$ cat src/rtl/uart_rx_oversampled.sv
// uart_rx_oversampled: oversampled UART receiver with mid-bit start qualification, parity/framing/overrun status and valid/ready delivery
module uart_rx_oversampled #(
  parameter int DATA_BITS  = 8,
  parameter int PARITY     = 0,
  parameter int STOP_BITS  = 1,
  parameter int OVERSAMPLE = 16
) (
  input  logic                 clock,
  input  logic                 reset,
  input  logic                 rxd,
  input  logic                 baud_tick,
  output logic [DATA_BITS-1:0] rx_DATA,
  output logic                 rx_valid,
  input  logic                 rx_ready,
  output logic                 rx_done,
  output logic                 parity_err,
  output logic                 frame_err,
  output logic                 overrun_err
);
  localparam int CW = $clog2(OVERSAMPLE);
  localparam int BW = $clog2(DATA_BITS);
  localparam logic [CW-1:0] HALF = CW'(OVERSAMPLE / 2 - 1);
  localparam logic [CW-1:0] LAST = CW'(OVERSAMPLE - 1);
  typedef enum logic [2:0] {IDLE, START, DATA, PAR, STOP} state_t;
  state_t state_q, state_d;
  logic sync_q, rxs_q, armed_q, armed_d, stop_q, stop_d, perr_q, perr_d, ferr_q, ferr_d, complete;
  logic [CW-1:0] cnt_q, cnt_d;
  logic [BW-1:0] bit_q, bit_d;
  logic [DATA_BITS-1:0] sh_q, sh_d, data_q, data_d;
  logic valid_q, valid_d, done_q, done_d, pe_q, pe_d, fe_q, fe_d, ovr_q, ovr_d;
  always_ff @(posedge clock) begin
    if (reset) begin
      state_q <= IDLE;
      cnt_q   <= '0;
      bit_q   <= '0;
      stop_q  <= 1'b0;
      sync_q  <= 1'b1;
      rxs_q   <= 1'b1;
      armed_q <= 1'b0;
      perr_q  <= 1'b0;
      ferr_q  <= 1'b0;
      sh_q    <= '0;
      data_q  <= '0;
      valid_q <= 1'b0;
      done_q  <= 1'b0;
      pe_q    <= 1'b0;
      fe_q    <= 1'b0;
      ovr_q   <= 1'b0;
    end else begin
      state_q <= state_d;
      cnt_q   <= cnt_d;
      bit_q   <= bit_d;
      stop_q  <= stop_d;
      sync_q  <= rxd;
      rxs_q   <= sync_q;
      armed_q <= armed_d;
      perr_q  <= perr_d;
      ferr_q  <= ferr_d;
      sh_q    <= sh_d;
      data_q  <= data_d;
      valid_q <= valid_d;
      done_q  <= done_d;
      pe_q    <= pe_d;
      fe_q    <= fe_d;
      ovr_q   <= ovr_d;
    end
  end
  // armed_q demands a high sample in IDLE, so a held-low break line cannot retrigger
  always_comb begin
    state_d  = state_q;
    cnt_d    = cnt_q;
    bit_d    = bit_q;
    stop_d   = stop_q;
    armed_d  = armed_q;
    perr_d   = perr_q;
    ferr_d   = ferr_q;
    sh_d     = sh_q;
    complete = 1'b0;
    if (baud_tick) begin
      cnt_d = cnt_q + 1'b1;
      case (state_q)
        IDLE: begin
          cnt_d   = '0;
          armed_d = armed_q | rxs_q;
          if (!rxs_q && armed_q) begin
            state_d = START;
            armed_d = 1'b0;
          end
        end
        START: if (cnt_q == HALF) begin
          cnt_d   = '0;
          bit_d   = '0;
          perr_d  = 1'b0;
          ferr_d  = 1'b0;
          state_d = rxs_q ? IDLE : DATA;
        end
        DATA: if (cnt_q == LAST) begin
          cnt_d = '0;
          sh_d  = {rxs_q, sh_q[DATA_BITS-1:1]};
          bit_d = bit_q + 1'b1;
          stop_d = 1'b0;
          if (bit_q == BW'(DATA_BITS - 1)) state_d = (PARITY != 0) ? PAR : STOP;
        end
        PAR: if (cnt_q == LAST) begin
          cnt_d   = '0;
          perr_d  = (^{sh_q, rxs_q}) ^ (PARITY == 1);
          state_d = STOP;
        end
        STOP: if (cnt_q == LAST) begin
          cnt_d  = '0;
          ferr_d = ferr_q | ~rxs_q;
          stop_d = stop_q + 1'b1;
          if (stop_q == 1'(STOP_BITS - 1)) begin
            complete = 1'b1;
            state_d  = IDLE;
          end
        end
        default: state_d = IDLE;
      endcase
    end
  end
  always_comb begin
    data_d  = data_q;
    valid_d = valid_q;
    pe_d    = pe_q;
    fe_d    = fe_q;
    done_d  = 1'b0;
    ovr_d   = 1'b0;
    if (complete && !(valid_q && !rx_ready)) begin
      data_d  = sh_q;
      valid_d = 1'b1;
      pe_d    = perr_q;
      fe_d    = ferr_d;
      done_d  = 1'b1;
    end else if (complete) begin
      ovr_d = 1'b1;
    end else if (valid_q && rx_ready) begin
      valid_d = 1'b0;
      pe_d    = 1'b0;
      fe_d    = 1'b0;
    end
  end
  assign rx_DATA     = data_q;
  assign rx_valid    = valid_q;
  assign rx_done     = done_q;
  assign parity_err  = pe_q;
  assign frame_err   = fe_q;
  assign overrun_err = ovr_q;
endmodule

$ cat config.mk
export PLATFORM = sky130hd
export DESIGN_NAME = uart_rx_oversampled
export DESIGN_NICKNAME = d
export VERILOG_FILES = /design/src/rtl/uart_rx_oversampled.sv
export SDC_FILE = /design/constraint.sdc
export NUM_CORES = 1
export LEC_CHECK = 0
export CAP_MARGIN = 40
export CORE_ASPECT_RATIO = 0.5
export CORE_MARGIN = 4
export CORE_UTILIZATION = 40
export CTS_CLUSTER_SIZE = 24
export DETAILED_ROUTE_END_ITERATION = 7
export DONT_BUFFER_PORTS = 1
export GPL_ROUTABILITY_DRIVEN = 0
export PLACE_DENSITY_LB_ADDON = 0.15
export SYNTH_ARGS = -nofsm -noshare
export SYNTH_HDL_FRONTEND = slang
export SYNTH_SLANG_ARGS = --single-unit
$ cat constraint.sdc
create_clock -name clock -period 3.1 [get_ports clock]
set_clock_uncertainty 0.2 [all_clocks]
set_input_delay 0.62 -clock clock [delete_from_list [all_inputs] [get_ports clock]]
set_output_delay 0.62 -clock clock [all_outputs]
set_load 0.02 [all_outputs]
==> flow_metrics.py <==
metrics = {
    "clock_network": {
        "clk_path_buf_depth": 2,
        "clkTransAtPathRegs_ns": 0.08,
        "cts_sinks": 37,
        "numCtsBuffers": 5,
        "cts.htree.levels": 2,
        "post_cts_buffers": 0,
        "clk_latency_ns": 0.29,
        "root_buffer": "clkbuf_8",
        "cts_tree": "built",
        "hold_buffers": 0,
        "cts_resized": 0,
    },
    "worst_hold_path": {
        "hold_path.class": "in -> reg",
        "hold_start": "reset",
    },
    "drt": {
        "drt_iter0_markers": 29,
        "via_per_inst": 5.28,
        "drc": 0,
        "drt-total-wl_mm": 3.07,
        "num_vias": 1220,
        "dr.pass1.iters": 4,
        "ant_nets": 0,
        "wl_per_cell_um": 13.3,
    },
    "worst_setup_path": {
        "critPathKind": "reg -> reg",
        "endpoint_kind": "flip-flop",
        "path_max_fanout": 12,
        "crit_start": "cnt_q[0]$_SDFFE_PP0P_",
        "cp.arrival_ns": 2.14,
        "r2r-start": "cnt_q[0]$_SDFFE_PP0P_",
        "setup.worst_path.start_class": "flip-flop",
        "cp.required_ns": 3.14,
    },
    "sta": {
        "period_share": 0.678,
        "setup_violations": 0,
        "finalSetupTns_ns": 0,
        "slew_violations": 0,
        "hold_viol_final": 0,
        "rsz0062_at_grt": "false",
        "layout_min_cycle_time_ns": 2.10,
        "tightest_slew_ns": 0.583,
        "timing.hold.ws_ns": 0.184,
        "max_slew_margin": 0.610,
        "clock.fmax_ghz": 0.476,
        "setup_ws_ns": 0.998,
    },
    "place": {
        "port_buffers": 0,
        "dpl-instance-area_um2": 1650,
        "hpwl_mm": 2.08,
        "dp.cells": 223,
        "dp_worst_setup_slack_ns": 0.944,
    },
    "final_layout": {
        "mostFrequentLayoutCell": "dfxtp_1",
        "area_delta_synth_final_pct": 7.65,
        "finalNonFillerCells": 231,
        "postLayoutCellArea_um2": 1760,
        "antennaDiodeCount": 0,
        "drive_above_1_share": 0.107,
        "fin_nets": 184,
        "final_cell_mix": "dfxtp_1, a21oi_1, nor2_1, nand2_1, o21ai_0",
        "final_util": 0.449,
    },
    "synth": {
        "synth.distinct_cells": 40,
        "netlist_area_um2": 1640,
        "ys_seq_area_frac": 0.453,
        "yosys_warnings": 0,
        "synthCells": 180,
        "synth.ff_latch_count": 37,
        "synth_enable_flop_cells": 0,
        "yosys_most_used_dff": "dfxtp_1",
        "synth_area_per_cell_um2": 9.09,
        "ys_async_sr_fraction": 0,
        "syn-num-nets": 188,
    },
    "floorplan": {
        "num_rows": 16,
        "die_h_um": 53.2,
        "fp.coreArea_um2": 3920,
        "io_pins": 18,
        "dieArea_um2": 5240,
        "die_x_um": 98.4,
        "start_util": 0.417,
    },
    "global_routing": {
        "antenna_found_initial": 0,
        "grt_max_degree": 29,
        "grt_pass1_wl_mm": 5.27,
        "grt_overflow_total": 0,
        "grt_use_total": 0.130,
        "grt_pass1_vias": 1144,
    },
    "pwr": {
        "p_leak_nw": 0.612,
        "p_per_area_nw_per_um2": 522,
        "total_power_mw": 0.919,
        "vdd_drop_max_mv": 0.170,
    },
    "run": {
        "drv_cap": 0,
    },
    "status": {
        "outcome": "finished clean",
    },
}
cell families (layout without fill, tap and decap cells):
family | count (synthesis) | after routing | synth area share
and+or+nand+nor | 66 | 66 | 0.221
AOI/OAI and AO/OA | 47 | 47 | 0.182
DFF | 37 | 37 | 0.453
buffers and inverters | 13 | 10 | 0.0421
xor gates and xnor gates | 9 | 9 | 0.0482
muxes | 5 | 5 | 0.0306
adders and majority gates | 3 | 3 | 0.0230
final cells by class:
cell class	count	area, um2
fill	394	2160
multi-input combinational	130	826
sequential	37	741
clock buffer	5	68.8
tap	54	67.6
clock inverter	3	46.3
timing repair buffer	1	7.51
inverter	1	3.75
cells in the mapped netlist, types with 5 or more instances:
master | count | area [um2]
nand2_1 | 15 | 56.3
nor2b_1 | 7 | 43.8
a21oi_1 | 16 | 80.1
dfxtp_1 | 37 | 741
o21ai_0 | 13 | 65.1
mux2i_1 | 5 | 50.1
clkbuf_1 | 5 | 18.8
a22o_1 | 8 | 70.1
xnor2_1 | 7 | 61.3
nor2_1 | 15 | 56.3
path summary, 6_finish.rpt:
path	slack [ns]	end	depth (start not counted)
worst min register to register	0.20	rxs_q$_SDFF_PP1_	1
worst max register to register	1.0	rx_DATA[7]$_SDFFE_PP0P_	7
worst max-delay path	1.0	rx_DATA[7]$_SDFFE_PP0P_	7
worst min-delay path	0.18	ferr_q$_SDFF_PP0_	1
power by group:
part,total [mW],internal (mW),switching [mW]
Clock,0.419,0.241,0.178
Sequential,0.482,0.479,0.00363
Combinational,0.0180,0.00970,0.00827
routing by layer:
layer | track usage | vias up | part of all wire
met5 | 0 | - | 0
met4 | 0.0544 | 0 | 0.011
met3 | 0.0500 | 5 | 0.052
met2 | 0.200 | 21 | 0.42
met1 | 0.164 | 571 | 0.52
li1 | - | 623 | -
registers in the layout, indices dropped and copies added (netlist names):
| name | count |
|---|---|
| sync_q | 1 |
| rx_valid | 1 |
| ferr_q | 1 |
| cnt_q | 4 |
| armed_q | 1 |
| sh_q | 8 |
| overrun_err | 1 |
| bit_q | 3 |
| parity_err | 1 |
| stop_q | 1 |
| frame_err | 1 |
| rx_DATA | 8 |
| rx_done | 1 |
| rxs_q | 1 |
| perr_q | 1 |
| state_q | 3 |
worst max-delay path, cell delays in order, from the launching register on:
cell     delay (ns)
dfxtp_1        0.33
ha_1           0.28
nand4_1        0.12
buf_4          0.19
nor3_2         0.06
and2_2         0.19
nor2_1         0.45
a22o_1         0.23
Note: power is estimated with default switching activity, not from simulation.
